[config.mk]
export PLATFORM = sky130hd
export DESIGN_NAME = prefetch_queue
export DESIGN_NICKNAME = d
export VERILOG_FILES = /design/src/rtl/prefetch_queue.sv
export SDC_FILE = /design/constraint.sdc
export NUM_CORES = 1
export LEC_CHECK = 0
export CORE_UTILIZATION = 59
export CTS_CLUSTER_DIAMETER = 60
export CTS_CLUSTER_SIZE = 12
export DETAILED_ROUTE_END_ITERATION = 8
export PLACE_DENSITY_LB_ADDON = 0.15
export SLEW_MARGIN = 20
export SYNTH_ARGS = -nofsm -noshare
export SYNTH_HDL_FRONTEND = slang
export SYNTH_SLANG_ARGS = --single-unit
[constraint.sdc]
create_clock -name clk -period 7 [get_ports clk]
set_input_delay 2.1 -clock clk [delete_from_list [all_inputs] [get_ports clk]]
set_output_delay 2.1 -clock clk [all_outputs]
set_load 0.1 [all_outputs]
[src/rtl/prefetch_queue.sv]
// prefetch_queue: sequential word prefetch into a byte FIFO exposing the oldest instruction bytes
module prefetch_queue #(
    parameter int ADDRESS_WIDTH = 32,
    parameter int DATA_WIDTH = 32,
    parameter int MAX_INSTR_BYTES = 8,
    parameter int DEPTH_BYTES = 16,
    parameter logic [ADDRESS_WIDTH-1:0] RESET_PC = '0
) (
    input  logic                                 clk,
    input  logic                                 reset,
    input  logic                                 i_redirect_valid,
    input  logic [ADDRESS_WIDTH-1:0]             i_redirect_pc,
    output logic                                 o_mem_valid,
    output logic [ADDRESS_WIDTH-1:0]             o_mem_addr,
    input  logic                                 i_mem_ready,
    input  logic                                 i_mem_res_valid,
    input  logic [DATA_WIDTH-1:0]                i_mem_data,
    output logic [8*MAX_INSTR_BYTES-1:0]         o_bytes,
    output logic [$clog2(MAX_INSTR_BYTES):0]     o_count,
    output logic [ADDRESS_WIDTH-1:0]             o_pc,
    input  logic [$clog2(MAX_INSTR_BYTES):0]     i_consume_len
);
    localparam int CW = $clog2(MAX_INSTR_BYTES) + 1;
    localparam int IW = $clog2(DEPTH_BYTES);
    localparam int OW = IW + 1;

    typedef enum logic [1:0] {IDLE, WAIT, STALE} state_t;

    state_t state, state_next;
    logic [7:0] fifo [DEPTH_BYTES];
    logic [IW-1:0] rd_ptr, rd_ptr_next;
    logic [IW-1:0] widx [4];
    logic [OW-1:0] occ, occ_next, push_len, pop_len;
    logic [ADDRESS_WIDTH-1:0] fetch_ptr, fetch_ptr_next, pc, pc_next;
    logic [1:0] skip, skip_next;
    logic mem_valid, mem_valid_next, handshake, push;

    assign handshake = mem_valid && i_mem_ready;
    assign push = (state == WAIT) && i_mem_res_valid && !i_redirect_valid;
    assign push_len = push ? OW'(4) - OW'(skip) : '0;
    assign pop_len = i_redirect_valid ? '0 : OW'(i_consume_len);

    always_ff @(posedge clk or negedge reset) begin
        if (!reset) begin
            state <= IDLE;
        end else begin
            state <= state_next;
        end
    end

    // A request accepted in the redirect cycle is already in flight, so its data must be dropped
    always_comb begin
        state_next = state;
        if (i_redirect_valid)
            state_next = (state != IDLE || handshake) ? STALE : IDLE;
        else if (state == IDLE)
            state_next = handshake ? WAIT : IDLE;
        else
            state_next = i_mem_res_valid ? IDLE : state;
    end

    always_comb begin
        mem_valid_next = (state_next == IDLE) && ((OW'(DEPTH_BYTES) - occ_next) >= OW'(4));
    end

    always_comb begin
        occ_next = i_redirect_valid ? '0 : occ + push_len - pop_len;
        rd_ptr_next = rd_ptr + IW'(pop_len);
        pc_next = i_redirect_valid ? i_redirect_pc : pc + ADDRESS_WIDTH'(i_consume_len);
        fetch_ptr_next = i_redirect_valid ? {i_redirect_pc[ADDRESS_WIDTH-1:2], 2'b00} :
                         handshake ? fetch_ptr + ADDRESS_WIDTH'(4) : fetch_ptr;
        skip_next = i_redirect_valid ? i_redirect_pc[1:0] : push ? 2'b00 : skip;
        for (int k = 0; k < 4; k++)
            widx[k] = rd_ptr + IW'(occ) + IW'(k) - IW'(skip);
    end

    always_ff @(posedge clk or negedge reset) begin
        if (!reset) begin
            rd_ptr <= '0;
            occ <= '0;
            fetch_ptr <= {RESET_PC[ADDRESS_WIDTH-1:2], 2'b00};
            pc <= RESET_PC;
            skip <= 2'b00;
            mem_valid <= 1'b0;
        end else begin
            rd_ptr <= rd_ptr_next;
            occ <= occ_next;
            fetch_ptr <= fetch_ptr_next;
            pc <= pc_next;
            skip <= skip_next;
            mem_valid <= mem_valid_next;
        end
    end

    // Storage needs no reset: occupancy alone says which bytes are meaningful
    always_ff @(posedge clk) begin
        for (int k = 0; k < 4; k++)
            if (push && 2'(k) >= skip) fifo[widx[k]] <= i_mem_data[8*k +: 8];
    end

    always_comb begin
        o_bytes = '0;
        for (int k = 0; k < MAX_INSTR_BYTES; k++)
            o_bytes[8*k +: 8] = fifo[rd_ptr + IW'(k)];
        o_count = (occ > OW'(MAX_INSTR_BYTES)) ? CW'(MAX_INSTR_BYTES) : CW'(occ);
        o_mem_valid = mem_valid;
        o_mem_addr = fetch_ptr;
        o_pc = pc;
    end
endmodule

Word level (Yosys, flattened, before mapping)
Memories as Yosys holds them, arrays and structs flattened. Index checks and enable logic that the tools add are counted.

Output and inout bits: 133. Bits in registers: 78. ROM bits: 0. Bits in latches: 0. Memories kept: 1. Bits in writable memories: 128. Logic and storage cells: 74.

Memories: fifo (depth 16, width 8, read ports 8, clocked after memory_dff 0, write ports 4, line 30) `logic [7:0] fifo [DEPTH_BYTES];`.

Reductions and logical operators: 15. Bitwise gates (word level): 0. Equal/unequal tests: 1. Shift operators: 0. Divide/modulo/power cells: 0. Multiply operators: 0. $lt $le $gt $ge: 6. Multiplexer cells: 22. $add $sub $neg: 22.

Operators by type and width (count): 32-bit two-way mux (3); 32-bit by 3-bit adder with 32-bit output, second input constant (1); 32-bit by 4-bit adder with 32-bit output (1); 4-bit by 2-bit adder with 4-bit output, second input constant (4); 4-bit by 3-bit adder with 4-bit output, second input constant (4); 4-bit by 2-bit subtractor with 4-bit output (4); 2-bit two-way mux (6); 5-bit two-way mux (2); 1-bit two-way mux (9); 4-bit by 1-bit adder with 4-bit output, second input constant (2); 4-bit adder (2); 1-bit logical AND (8); 4-bit two-way mux (2); 2-bit nonzero test (3); 5-bit adder (1); 5-bit by 3-bit >= comparator with 1-bit output, second input constant (1); 5-bit by 4-bit > comparator with 1-bit output, second input constant (1); 5-bit by 4-bit subtractor with 5-bit output (1); 5-bit subtractor, first input constant (1); 1-bit by 2-bit >= comparator with 1-bit output, first input constant (2); 2-bit >= comparator, first input constant (2); 2-bit logical NOT (2); 3-bit by 2-bit subtractor with 4-bit output, first input constant (1); 2-bit by 1-bit equality test with 1-bit output, second input constant (1); other kinds (2) (2).

Logic depth before layout (Yosys ltp)
Depth in word-level cells: 10. Depth in mapped cells: 18. Gate-level depth less buffers: 15.

Worst setup path before layout
No wires, ideal clock.

Path type: reg-to-output. From: register rd_ptr[1]. To: output o_bytes[40]. Data required time: 4.900 ns. Path slack: 0.317 ns. Arrival: 4.583 ns. Stages on the path, launching flop included: 12. Cell sequence: dfrtp_1 clkbuf_1 clkbuf_1 inv_1 ha_1 buf_2 buf_1 clkbuf_1 mux4_2 nor2b_1 a211oi_1 a21oi_1.

Longest elaborated chain between the ends: 2.

Ends and longest elaborated chain: from (decl) (line 31) `logic [IW-1:0] rd_ptr, rd_ptr_next;`; from (signal assigned) (line 86) `rd_ptr <= rd_ptr_next;`; 4-bit by 3-bit adder with 4-bit output (line 104) `o_bytes[8*k +: 8] = fifo[rd_ptr + IW'(k)];`; memory read 16 x 8 bit; to (decl) (line 18) `output logic [8*MAX_INSTR_BYTES-1:0] o_bytes,`.

Every way passes these cells.

Worst setup path in the final report
From: register rd_ptr[2]. To: output o_bytes[61].

The elaborated chain is that of the path after synthesis.

==> impl_metrics.py <==
metrics = {
    "status": {
        "outcome": "finished, final reports clean",
    },
    "clock_network": {
        "clockBufferDepth": 3,
        "cts_buffers": 23,
        "clock_latency_ns": 0.52,
        "h-tree-depth": 1,
        "root_buffer": "clkbuf_16",
        "postCtsHoldBufs": 0,
        "cts_tree": "yes",
        "clock_sinks": 204,
        "cts.repair.resized": 0,
        "postCtsSetupBuffers": 0,
        "path_clk_slew_ns": 0.06,
    },
    "critical_path": {
        "path_delay_family": "buffers and inverters",
        "crit_type": "reg -> out",
        "slowest_delay_ns": 1.14,
        "cp.required_ns": 4.90,
        "cpMostUsedCell": "nand2_1",
        "cp_max_fo": 19,
        "cp-start-kind": "flip-flop",
        "end_kind": "primary output",
        "path_cells": "inv_2 > ha_1 > nand2_1 > nand2_1 > xor2_1 > mux4_2 > clkdlybuf4s50_1",
        "arrival_ns": 4.33,
        "worst-path-buf-inv": 2,
        "critPathSlowestCell": "clkdlybuf4s50_1",
    },
    "sta": {
        "setup_tns_ns": 0,
        "fin_skew_ns": 0.0187,
        "period_minus_slack_ns": 6.43,
        "fin_crit_sh": 0.918,
        "clock.fmax_mhz": 156,
        "setup_viol_count_final": 0,
        "hold_viol": 0,
        "tightest_slew_ns": 1.22,
        "drv_slew": 0,
        "relSlewSlack": 0.183,
        "rsz0062_at_grt": "no",
    },
    "worst_hold_path": {
        "hp-class": "reg -> reg",
    },
    "final_layout": {
        "area_growth_syn_to_layout_pct": 15.1,
        "fin_util": 0.698,
        "nNetsFinal": 2008,
        "fin_cells": 2299,
        "final_cell_area_sq_um": 21600,
        "n_fill_cell": 2268,
        "layout-drive-gt1-share": 0.185,
    },
    "floorplanning": {
        "dieArea_sq_um": 32500,
        "die_w_microns": 180,
        "design.core.area_sq_um": 30900,
        "rows": 64,
        "floorplan.io_pins": 206,
        "initial_core_util": 0.607,
        "die_h_microns": 180,
    },
    "routing": {
        "drtIter0Drc": 3385,
        "vias": 17700,
        "drt-wirelength-per-cell_microns": 32.6,
        "vias_per_cell": 7.72,
        "drc": 0,
        "drtAntennaViolNets": 0,
        "firstDrtPassIters": 7,
        "routed_wl_mm": 75.0,
    },
    "synth": {
        "synth_cell_type_count": 69,
        "synthArstFlopShare": 0.373,
        "yosys_warnings": 0,
        "synth-xor-area-share": 0.0493,
        "synthSimpleGateAreaFrac": 0.136,
        "syn_avg_cell_area_sq_um": 10.5,
        "synthAdderAreaFrac": 0.0358,
        "synth_edf_count": 128,
        "netlist_area_sq_um": 18800,
        "synth_compound_area_frac": 0.176,
        "synth_top_family_by_area": "multiplexers",
        "ys_seq_area_frac": 0.306,
        "ys_seq_elements": 204,
        "synthMuxAreaShare": 0.248,
        "synthFlopType": "edfxtp_1",
        "synth_cells": 1795,
    },
    "placed_design": {
        "dp.cells": 2258,
        "dp_hpwl_mm": 55.6,
        "portBuffers": 203,
        "routabilityCongestion": 1.10,
        "place_area_sq_um": 20800,
    },
    "grt": {
        "grt_max_degree": 135,
        "overflow": 0,
        "track_usage": 0.459,
        "grt_pass1_wl_mm": 110,
        "grt_pass1_vias": 16300,
        "antenna_found_initial": 11,
    },
    "job": {
        "cap_violations": 0,
    },
}
-- final cells by class --
type                    instances  area [sq um]  area share
multi-input cells            1372         12200       0.565
clock buffers                  28           604      0.0280
clock inverters                 8          81.3     0.00377
well taps                     396           495      0.0230
inverters                      55           206     0.00956
repair buffers                232          2250       0.104
flip-flops and latches        204          5750       0.266
diodes                          4          10.0    0.000464
-- metrics by stage --
step                hold slack, ns  setup WS [ns]
global placement             0.615           1.25
floorplan                    0.532          0.317
CTS                          0.639          0.661
finish                       0.643          0.572
global route                 0.678          0.457
detailed placement           0.623           1.10
-- registers in the layout (all words and copies together) (netlist names) --
| signal | count |
|---|---|
| occ | 5 |
| o_pc | 32 |
| fifo | 128 |
| skip | 2 |
| o_mem_addr | 30 |
| rd_ptr | 4 |
| o_mem_valid | 1 |
| state | 2 |
-- placed cells by master, fill, tap and decap left out, types with 24 or more instances in the layout --
master,Yosys,layout
o21ai_0,139,139
nand2_1,179,179
dfrtp_1,76,74
o31ai_1,32,32
nor2_1,76,76
nand3_1,52,52
o211a_1,24,24
and2_1,26,26
mux4_2,176,176
o2bb2ai_1,56,56
a21oi_1,69,69
clkdlybuf4s50_1,0,184
edfxtp_1,128,128
mux2_2,49,49
ha_1,36,35
xor2_1,32,30
a221oi_1,25,25
buf_4,4,45
o21ai_1,57,57
and3_1,41,41
xnor2_1,39,36
inv_1,54,53
a211oi_1,66,66
-- worst paths after layout --
path	from	end	slack (ns)	cells after the start
max	rd_ptr[2]	o_bytes[61]	0.57	7
min	o_pc[31]	o_pc[31]	0.64	2
max reg2reg	rd_ptr[0]	fifo[7][4]	1.62	15
min reg2reg	o_pc[31]	o_pc[31]	0.64	2
max in group asynchronous	reset	rd_ptr[0]	4.55	1
min in group asynchronous	reset	rd_ptr[2]	1.73	1
-- synth_stat cells (12+ instances only) --
library cell	instances	area, sq um
buf_1	25	93.8
mux4_2	176	3960
edfxtp_1	128	3840
ha_1	36	450
nor2b_1	17	106
mux2i_1	14	140
nand3_1	52	260
o31ai_1	32	240
and2_1	26	163
a221oi_1	25	219
xnor2_1	39	342
o21ai_0	139	696
clkbuf_1	95	357
dfrtp_1	76	1900
o21ai_1	57	285
and3_1	41	257
nor2_1	76	285
o2bb2ai_1	56	490
mux2_2	49	552
a31oi_1	12	75.1
nand2_1	179	672
nand4_1	22	138
buf_2	37	185
a21oi_1	69	345
nor3_1	16	80.1
o211a_1	24	240
a211oi_1	66	495
xor2_1	32	280
inv_1	54	203
-- layer usage --
| metal | global-route usage | share of wire | vias up |
|---|---|---|---|
| met2 | 0.651 | 0.41 | 1716 |
| met4 | 0.175 | 0.051 | 10 |
| li1 | - | - | 7184 |
| met5 | 0 | 0.00096 | - |
| met1 | 0.619 | 0.35 | 8472 |
| met3 | 0.200 | 0.18 | 363 |
-- tightest hold or removal path, cell delays in order, from the launching register on --
cell and delay, ns:
dfrtp_1 0.40, xor2_1 0.08, mux2i_1 0.12
-- kinds of logic (layout without fill, tap and decap cells) --
kind of cell             after synthesis  in the layout
other                                  1              6
XOR/XNOR                              84             84
multiplexers                         239            239
buffers and inverters                220            323
AND/OR/NAND/NOR                      494            494
adder cells (fa/ha/maj)               47             47
flip-flops                           204            204
AO/OA/AOI/OAI                        506            506
Power is not shown: default switching activity piles up to over one toggle a cycle in this logic, so the estimate is an artifact.
